<file path="src/rtl/draw_ammo_hud_if.sv">
// VGA pixel stream bundle: raster position, sync/blank strobes and 12-bit colour.
interface vga_if;
  logic [10:0] hcount;
  logic [10:0] vcount;
  logic        hsync;
  logic        vsync;
  logic        hblnk;
  logic        vblnk;
  logic [11:0] rgb;

  modport in  (input  hcount, vcount, hsync, vsync, hblnk, vblnk, rgb);
  modport out (output hcount, vcount, hsync, vsync, hblnk, vblnk, rgb);
endinterface

</file>
<file path="src/rtl/draw_ammo_hud.sv">
// Ammunition HUD overlay: bullet icons, reserve gauge and blinking RELOAD bar
// drawn over the incoming VGA stream with a fixed 2-cycle latency.
module draw_ammo_hud #(
  parameter int          HUD_X      = 32,
  parameter int          HUD_Y      = 720,
  parameter int          BULLET_W   = 8,
  parameter int          BULLET_H   = 20,
  parameter int          BULLET_GAP = 6,
  parameter int          MAG_SIZE   = 6,
  parameter int          GAUGE_H    = 4,
  parameter int          BAR_H      = 10,
  parameter int          BLINK_DIV  = 32_500_000,
  parameter logic [11:0] BULLET_RGB = 12'hFC0,
  parameter logic [11:0] GAUGE_RGB  = 12'hFFF,
  parameter logic [11:0] RELOAD_RGB = 12'hF00
) (
  input  logic       clk,
  input  logic       rst,
  input  logic       game_enable,
  input  logic [2:0] bullets_in_magazine,
  input  logic [5:0] bullets_left,
  input  logic       show_reload_char,
  vga_if.in          in,
  vga_if.out         out
);

  localparam int          BW       = (BLINK_DIV > 1) ? $clog2(BLINK_DIV) : 1;
  localparam logic [BW-1:0] BLINK_LAST = BW'(BLINK_DIV - 1);
  localparam logic [11:0] PITCH    = 12'(BULLET_W + BULLET_GAP);
  localparam logic [11:0] ICON_W   = 12'(BULLET_W);
  localparam logic [11:0] X0       = 12'(HUD_X);
  localparam logic [11:0] BAR_X1   = 12'(HUD_X + MAG_SIZE * (BULLET_W + BULLET_GAP));
  localparam logic [11:0] ICON_Y0  = 12'(HUD_Y);
  localparam logic [11:0] ICON_Y1  = 12'(HUD_Y + BULLET_H);
  localparam logic [11:0] GAUGE_Y0 = 12'(HUD_Y + BULLET_H + 4);
  localparam logic [11:0] GAUGE_Y1 = 12'(HUD_Y + BULLET_H + 4 + GAUGE_H);
  localparam logic [11:0] BAR_Y0   = 12'(HUD_Y - 4 - BAR_H);
  localparam logic [11:0] BAR_Y1   = 12'(HUD_Y - 4);
  localparam logic [2:0]  MAG_MAX  = 3'(MAG_SIZE);

  // Frame-latched ammo state, so one frame is drawn from one consistent snapshot.
  logic [2:0] mag_l;
  logic [5:0] left_l;
  logic       reload_l;
  logic       en_l;

  always_ff @(posedge clk) begin
    if (rst) begin
      mag_l    <= '0;
      left_l   <= '0;
      reload_l <= 1'b0;
      en_l     <= 1'b0;
    end else if (in.hcount == 11'd0 && in.vcount == 11'd0) begin
      mag_l    <= (bullets_in_magazine > MAG_MAX) ? MAG_MAX : bullets_in_magazine;
      left_l   <= bullets_left;
      reload_l <= show_reload_char;
      en_l     <= game_enable;
    end
  end

  // Blink timer follows the live request so the bar shows as soon as it is latched.
  logic [BW-1:0] blink_cnt;
  logic          blink_phase;

  always_ff @(posedge clk) begin
    if (rst || !show_reload_char) begin
      blink_cnt   <= '0;
      blink_phase <= 1'b1;
    end else if (blink_cnt == BLINK_LAST) begin
      blink_cnt   <= '0;
      blink_phase <= ~blink_phase;
    end else begin
      blink_cnt   <= blink_cnt + 1'b1;
    end
  end

  logic [11:0] h;
  logic [11:0] v;
  logic [11:0] gauge_x1;
  logic [11:0] icon_x;
  logic        bullet_hit;
  logic        gauge_hit;
  logic        reload_hit;

  assign h        = {1'b0, in.hcount};
  assign v        = {1'b0, in.vcount};
  assign gauge_x1 = X0 + {5'd0, left_l, 1'b0};

  // Icon left edges advance by a constant pitch; the loop unrolls to fixed compares.
  always_comb begin
    bullet_hit = 1'b0;
    icon_x     = X0;
    for (int i = 0; i < MAG_SIZE; i++) begin
      if (mag_l > 3'(i) && h >= icon_x && h < icon_x + ICON_W)
        bullet_hit = 1'b1;
      icon_x = icon_x + PITCH;
    end
    bullet_hit = bullet_hit && (v >= ICON_Y0) && (v < ICON_Y1);
  end

  assign gauge_hit  = (h >= X0) && (h < gauge_x1) && (v >= GAUGE_Y0) && (v < GAUGE_Y1);
  assign reload_hit = reload_l && blink_phase &&
                      (h >= X0) && (h < BAR_X1) && (v >= BAR_Y0) && (v < BAR_Y1);

  // Stage 1: register the stream and the hit flags.
  logic [10:0] hcount_p1;
  logic [10:0] vcount_p1;
  logic        hsync_p1;
  logic        vsync_p1;
  logic        hblnk_p1;
  logic        vblnk_p1;
  logic [11:0] rgb_p1;
  logic        bullet_p1;
  logic        gauge_p1;
  logic        reload_p1;

  always_ff @(posedge clk) begin
    if (rst) begin
      hcount_p1 <= '0;
      vcount_p1 <= '0;
      hsync_p1  <= 1'b0;
      vsync_p1  <= 1'b0;
      hblnk_p1  <= 1'b0;
      vblnk_p1  <= 1'b0;
      rgb_p1    <= '0;
      bullet_p1 <= 1'b0;
      gauge_p1  <= 1'b0;
      reload_p1 <= 1'b0;
    end else begin
      hcount_p1 <= in.hcount;
      vcount_p1 <= in.vcount;
      hsync_p1  <= in.hsync;
      vsync_p1  <= in.vsync;
      hblnk_p1  <= in.hblnk;
      vblnk_p1  <= in.vblnk;
      rgb_p1    <= in.rgb;
      bullet_p1 <= bullet_hit;
      gauge_p1  <= gauge_hit;
      reload_p1 <= reload_hit;
    end
  end

  logic [11:0] rgb_mix;

  always_comb begin
    rgb_mix = rgb_p1;
    if (en_l && !hblnk_p1 && !vblnk_p1) begin
      if (reload_p1)      rgb_mix = RELOAD_RGB;
      else if (gauge_p1)  rgb_mix = GAUGE_RGB;
      else if (bullet_p1) rgb_mix = BULLET_RGB;
    end
  end

  // Stage 2: output register.
  always_ff @(posedge clk) begin
    if (rst) begin
      out.hcount <= '0;
      out.vcount <= '0;
      out.hsync  <= 1'b0;
      out.vsync  <= 1'b0;
      out.hblnk  <= 1'b0;
      out.vblnk  <= 1'b0;
      out.rgb    <= '0;
    end else begin
      out.hcount <= hcount_p1;
      out.vcount <= vcount_p1;
      out.hsync  <= hsync_p1;
      out.vsync  <= vsync_p1;
      out.hblnk  <= hblnk_p1;
      out.vblnk  <= vblnk_p1;
      out.rgb    <= rgb_mix;
    end
  end

endmodule

</file>
<file path="src/flat_wrapper.sv">
// flat-port wrapper written by rule: the top's interface ports become plain ports
module draw_ammo_hud_flat 
#(
  parameter int          HUD_X      = 32,
  parameter int          HUD_Y      = 720,
  parameter int          BULLET_W   = 8,
  parameter int          BULLET_H   = 20,
  parameter int          BULLET_GAP = 6,
  parameter int          MAG_SIZE   = 6,
  parameter int          GAUGE_H    = 4,
  parameter int          BAR_H      = 10,
  parameter int          BLINK_DIV  = 32_500_000,
  parameter logic [11:0] BULLET_RGB = 12'hFC0,
  parameter logic [11:0] GAUGE_RGB  = 12'hFFF,
  parameter logic [11:0] RELOAD_RGB = 12'hF00
)
  (clk, rst, game_enable, bullets_in_magazine, bullets_left, show_reload_char, in_hcount, in_vcount, in_hsync, in_vsync, in_hblnk, in_vblnk, in_rgb, out_hcount, out_vcount, out_hsync, out_vsync, out_hblnk, out_vblnk, out_rgb);
  vga_if in_i ();
  vga_if out_i ();
  input  logic clk;
  input  logic rst;
  input  logic game_enable;
  input  logic [2:0] bullets_in_magazine;
  input  logic [5:0] bullets_left;
  input  logic show_reload_char;
  input wire logic [$bits(in_i.hcount)-1:0] in_hcount;
  input wire logic [$bits(in_i.vcount)-1:0] in_vcount;
  input wire logic [$bits(in_i.hsync)-1:0] in_hsync;
  input wire logic [$bits(in_i.vsync)-1:0] in_vsync;
  input wire logic [$bits(in_i.hblnk)-1:0] in_hblnk;
  input wire logic [$bits(in_i.vblnk)-1:0] in_vblnk;
  input wire logic [$bits(in_i.rgb)-1:0] in_rgb;
  output wire logic [$bits(out_i.hcount)-1:0] out_hcount;
  output wire logic [$bits(out_i.vcount)-1:0] out_vcount;
  output wire logic [$bits(out_i.hsync)-1:0] out_hsync;
  output wire logic [$bits(out_i.vsync)-1:0] out_vsync;
  output wire logic [$bits(out_i.hblnk)-1:0] out_hblnk;
  output wire logic [$bits(out_i.vblnk)-1:0] out_vblnk;
  output wire logic [$bits(out_i.rgb)-1:0] out_rgb;
  assign in_i.hcount = in_hcount;
  assign in_i.vcount = in_vcount;
  assign in_i.hsync = in_hsync;
  assign in_i.vsync = in_vsync;
  assign in_i.hblnk = in_hblnk;
  assign in_i.vblnk = in_vblnk;
  assign in_i.rgb = in_rgb;
  assign out_hcount = out_i.hcount;
  assign out_vcount = out_i.vcount;
  assign out_hsync = out_i.hsync;
  assign out_vsync = out_i.vsync;
  assign out_hblnk = out_i.hblnk;
  assign out_vblnk = out_i.vblnk;
  assign out_rgb = out_i.rgb;
  draw_ammo_hud #(.HUD_X(HUD_X), .HUD_Y(HUD_Y), .BULLET_W(BULLET_W), .BULLET_H(BULLET_H), .BULLET_GAP(BULLET_GAP), .MAG_SIZE(MAG_SIZE), .GAUGE_H(GAUGE_H), .BAR_H(BAR_H), .BLINK_DIV(BLINK_DIV), .BULLET_RGB(BULLET_RGB), .GAUGE_RGB(GAUGE_RGB), .RELOAD_RGB(RELOAD_RGB)) u_core (.clk(clk), .rst(rst), .game_enable(game_enable), .bullets_in_magazine(bullets_in_magazine), .bullets_left(bullets_left), .show_reload_char(show_reload_char), .in(in_i), .out(out_i));
endmodule
</file>
<file path="config.mk">
export PLATFORM = sky130hd
export DESIGN_NAME = draw_ammo_hud_flat
export DESIGN_NICKNAME = d
export VERILOG_FILES = /design/src/rtl/draw_ammo_hud_if.sv /design/src/rtl/draw_ammo_hud.sv /design/src/flat_wrapper.sv
export SDC_FILE = /design/constraint.sdc
export NUM_CORES = 1
export LEC_CHECK = 0
export CORE_ASPECT_RATIO = 1.4
export CORE_MARGIN = 2
export CORE_UTILIZATION = 54
export CTS_CLUSTER_SIZE = 8
export DETAILED_ROUTE_END_ITERATION = 10
export PLACE_DENSITY_LB_ADDON = 0.05
export SETUP_SLACK_MARGIN = 0.5
export SYNTH_ARGS = -nofsm -noshare
export SYNTH_HDL_FRONTEND = slang
export SYNTH_SLANG_ARGS = --single-unit
</file>
<file path="constraint.sdc">
create_clock -name clk -period 2.64 [get_ports clk]
set_input_delay 0.396 -clock clk [delete_from_list [all_inputs] [get_ports clk]]
set_output_delay 0.396 -clock clk [all_outputs]
set_load 0.02 [all_outputs]
</file>
==> flow_summary.ini <==
[synthesis]
synth_seq_cells = 116
synth_warnings = 0
yosysSeqAreaShare_pct = 54.86
synth-main-ff-cell = dfxtp_1
yosysUniqueCellTypes = 47
syn_avg_cell_area_um2 = 9.731
syn_inst = 435
async_flop_share_pct = 0
synth-edff-count = 0
syn-cell-area_um2 = 4233
syn_nets = 494

[power]
power.density_nw_per_um2 = 796.1
ir_drop_mv = 0.9124
p_leak_uw = 0.002171

[worst_setup_path]
path_buf_inv = 1
cp_max_fo = 9
rrSetupSlack_ns = 0.72
cp.required_ns = 2.98
regToRegStartpoint = u_core.blink_cnt[0]
arrival_ns = 2.28
crit_path_start_kind = input port
critical_path_class = in2reg
worst_path_max_delay_cell = clkdlybuf4s50_1
rr_worst_depth = 7
critical-path-top-delay-family = compound AO/OA/AOI/OAI gates
r2r-end = u_core.blink_cnt[8]
critPathCaptureType = flop
cp_cell_sequence = clkdlybuf4s50_1 -> o21ai_0 -> or4_1 -> a2111oi_0
critical_path.max_stage_delay_ns = 0.67

[sta]
rsz0062_at_grt = false
hold_violations = 0
fin_skew_ns = 0.008661
drv_slew = 0
fin_crit_ns = 1.938
max_freq_mhz = 515.9
setup_violations = 0
final.period_utilization_pct = 73.42
slew_headroom_pct = 46.39
worst_pin_slew_ns = 0.8041
fin_tns_setup_ns = 0

[cells_and_area]
fin_nets = 586
antenna_cells = 0
syn2layout_area_growth_pct = 37.75
fillers = 569
design_area_um2 = 5831
area.sequential_um2 = 2322
multi_input_area_um2 = 1753
drive_gt1_share_pct = 8.148

[global_routing]
grt.total_usage_pct = 22.26
antenna_found_initial = 0
overflow = 0
grt_max_degree = 87
grt_pass1_wl_mm = 14.45
grt_pass1_vias = 3131

[route]
ant_nets = 0
vias_per_cell = 5.108
vias = 3269
drtIter0Drc = 159
drtPass1Iterations = 6
wl_mm = 8.942
wl_per_cell_um = 13.97
drc = 0

[outcome]
status = finished, final reports clean

[place]
dp_hpwl_mm = 6.123
dpl_cell_area_um2 = 5166
portBuffers = 88
place_congestion = 0.8587

[min_path]
hold_path.class = in2reg
min_from = rst
worstHoldEndpoint = u_core.vcount_p1[7]
whs_path_depth = 2

[floorplanning]
coreArea_um2 = 7702
dieArea_um2 = 8573
rows = 38
initial_core_util_pct = 54.95
die_y_um = 108.8
chipWidth_um = 78.83
io_pins = 89

[run]
cap_viol_max_count = 0

[clock_network]
htreeDepth = 4
postCtsHoldBufs = 0
cts-resized-gates = 0
clock_path_buffers = 2
cts_tree = yes
cts_sinks = 116
cts_root_buf = clkbuf_8
post-cts-setup-buffers = 0
clk_pin_slew_ns = 0.05
clk_latency_ns = 0.51
numCtsBuffers = 17
cell families after synthesis:
logic type      Yosys count  synth area share [%]
compound gates           43                 6.148
mux                      10                 2.365
xor+xnor                 24                 4.966
fa+ha+maj                 8                 2.365
simple gates            199                 25.57
flops                   116                 54.86
buf+inv                  35                 3.724
final cells by class:
type	count	share of cell area, %
Clock buffer	23	8.004
Clock inverter	9	3.391
Inverter	16	1.030
Multi-Input combinational cell	284	30.06
Sequential cell	116	39.83
Tap cell	100	2.146
Timing Repair Buffer	92	15.54
synth_stat cells (2+ instances only):
cell         n  area [um^2]
nor2b_1     59        369.1
buf_2        2        10.01
nor3_1      12        60.06
clkbuf_1    11        41.29
nand4_1     10        62.56
xor2_1      13        113.9
buf_6        2        22.52
ha_1         8        100.1
o21a_1       2        15.01
nand3_1      7        35.03
a2111oi_0    2        17.52
dfxtp_1    116         2322
a211oi_1     2        15.01
xnor2_1     11        96.34
o21ai_0      4        20.02
nand2_1     20        75.07
a31oi_1      2        12.51
and4_1       2        17.52
and3_1       5        31.28
a21oi_1     25        125.1
mux2i_1     10        100.1
nand3b_1     3        22.52
inv_1       14        52.55
nor4_1       4        25.02
inv_2        2        7.510
nand2b_1     7        43.79
or4_1        3        22.52
buf_4        2        15.01
nor2_1      57        214.0
power by group:
part,total [uW],internal (uW),switching (uW),leakage (uW)
Sequential,1830,1810,17.4,0.000952
Clock,2530,1790,736,0.000322
Combinational,283,151,132,0.000897
flip-flops by register name, summed over array words and instances, names as in the netlist, 3 cells and up:
signal             flops
u_core.blink_cnt      25
u_core.hcount_p1      11
u_core.out.vcount     11
u_core.out.rgb        12
u_core.left_l          6
u_core.vcount_p1      11
u_core.out.hcount     11
u_core.rgb_p1         12
u_core.mag_l           3
worst max path at each step:
stage	start	to	slack, ns	cells past startpoint
after CTS	in_vcount[2]	u_core.reload_p1	0.71	5
final	in_hcount[5]	u_core.reload_p1	0.70	4
after floorplan	u_core.blink_cnt[0]	u_core.blink_cnt[10]	0.90	9
after global placement	in_vcount[2]	u_core.reload_p1	0.30	5
after detailed placement	in_hcount[5]	u_core.reload_p1	0.24	4
after global routing	u_core.blink_cnt[0]	u_core.blink_cnt[12]	0.50	7
cell usage in the layout (no fill, tap or decap), types with 6 or more instances in the layout:
cell | netlist | routed
xor2_1 | 13 | 13
a21oi_1 | 25 | 25
nor2b_1 | 59 | 59
clkbuf_16 | 0 | 16
nand4_1 | 10 | 10
nor2_1 | 57 | 57
mux2i_1 | 10 | 10
inv_1 | 14 | 14
nand2_1 | 20 | 20
bufinv_16 | 0 | 6
xnor2_1 | 11 | 11
nor3_1 | 12 | 12
nand3_1 | 7 | 7
ha_1 | 8 | 8
nand2b_1 | 7 | 7
dfxtp_1 | 116 | 116
clkdlybuf4s50_1 | 0 | 87
stage by stage:
step	total power, uW	util (%)	instances	hold WS [ns]	setup WS [ns]
finish	4642	75.70	640	0.1260	0.7018
global route	4803	75.70	640	0.1181	0.5023
detailed placement	2146	67.07	608	0.4240	0.2383
CTS	4674	75.70	640	0.1124	0.7142
floorplan	1987	-	435	0.4108	0.8975
global placement	2141	67.07	608	0.4140	0.2966
metal layers:
metal / global-route usage (%) / wire, um / up-vias
met5: 0 / 0 / -
met4: 9.113 / 227 / 0
met3: 9.685 / 482 / 28
met2: 38.40 / 4692 / 109
met1: 23.86 / 3539 / 1506
li1: - / - / 1626
No activity file was read; power rests on OpenSTA's default activity.
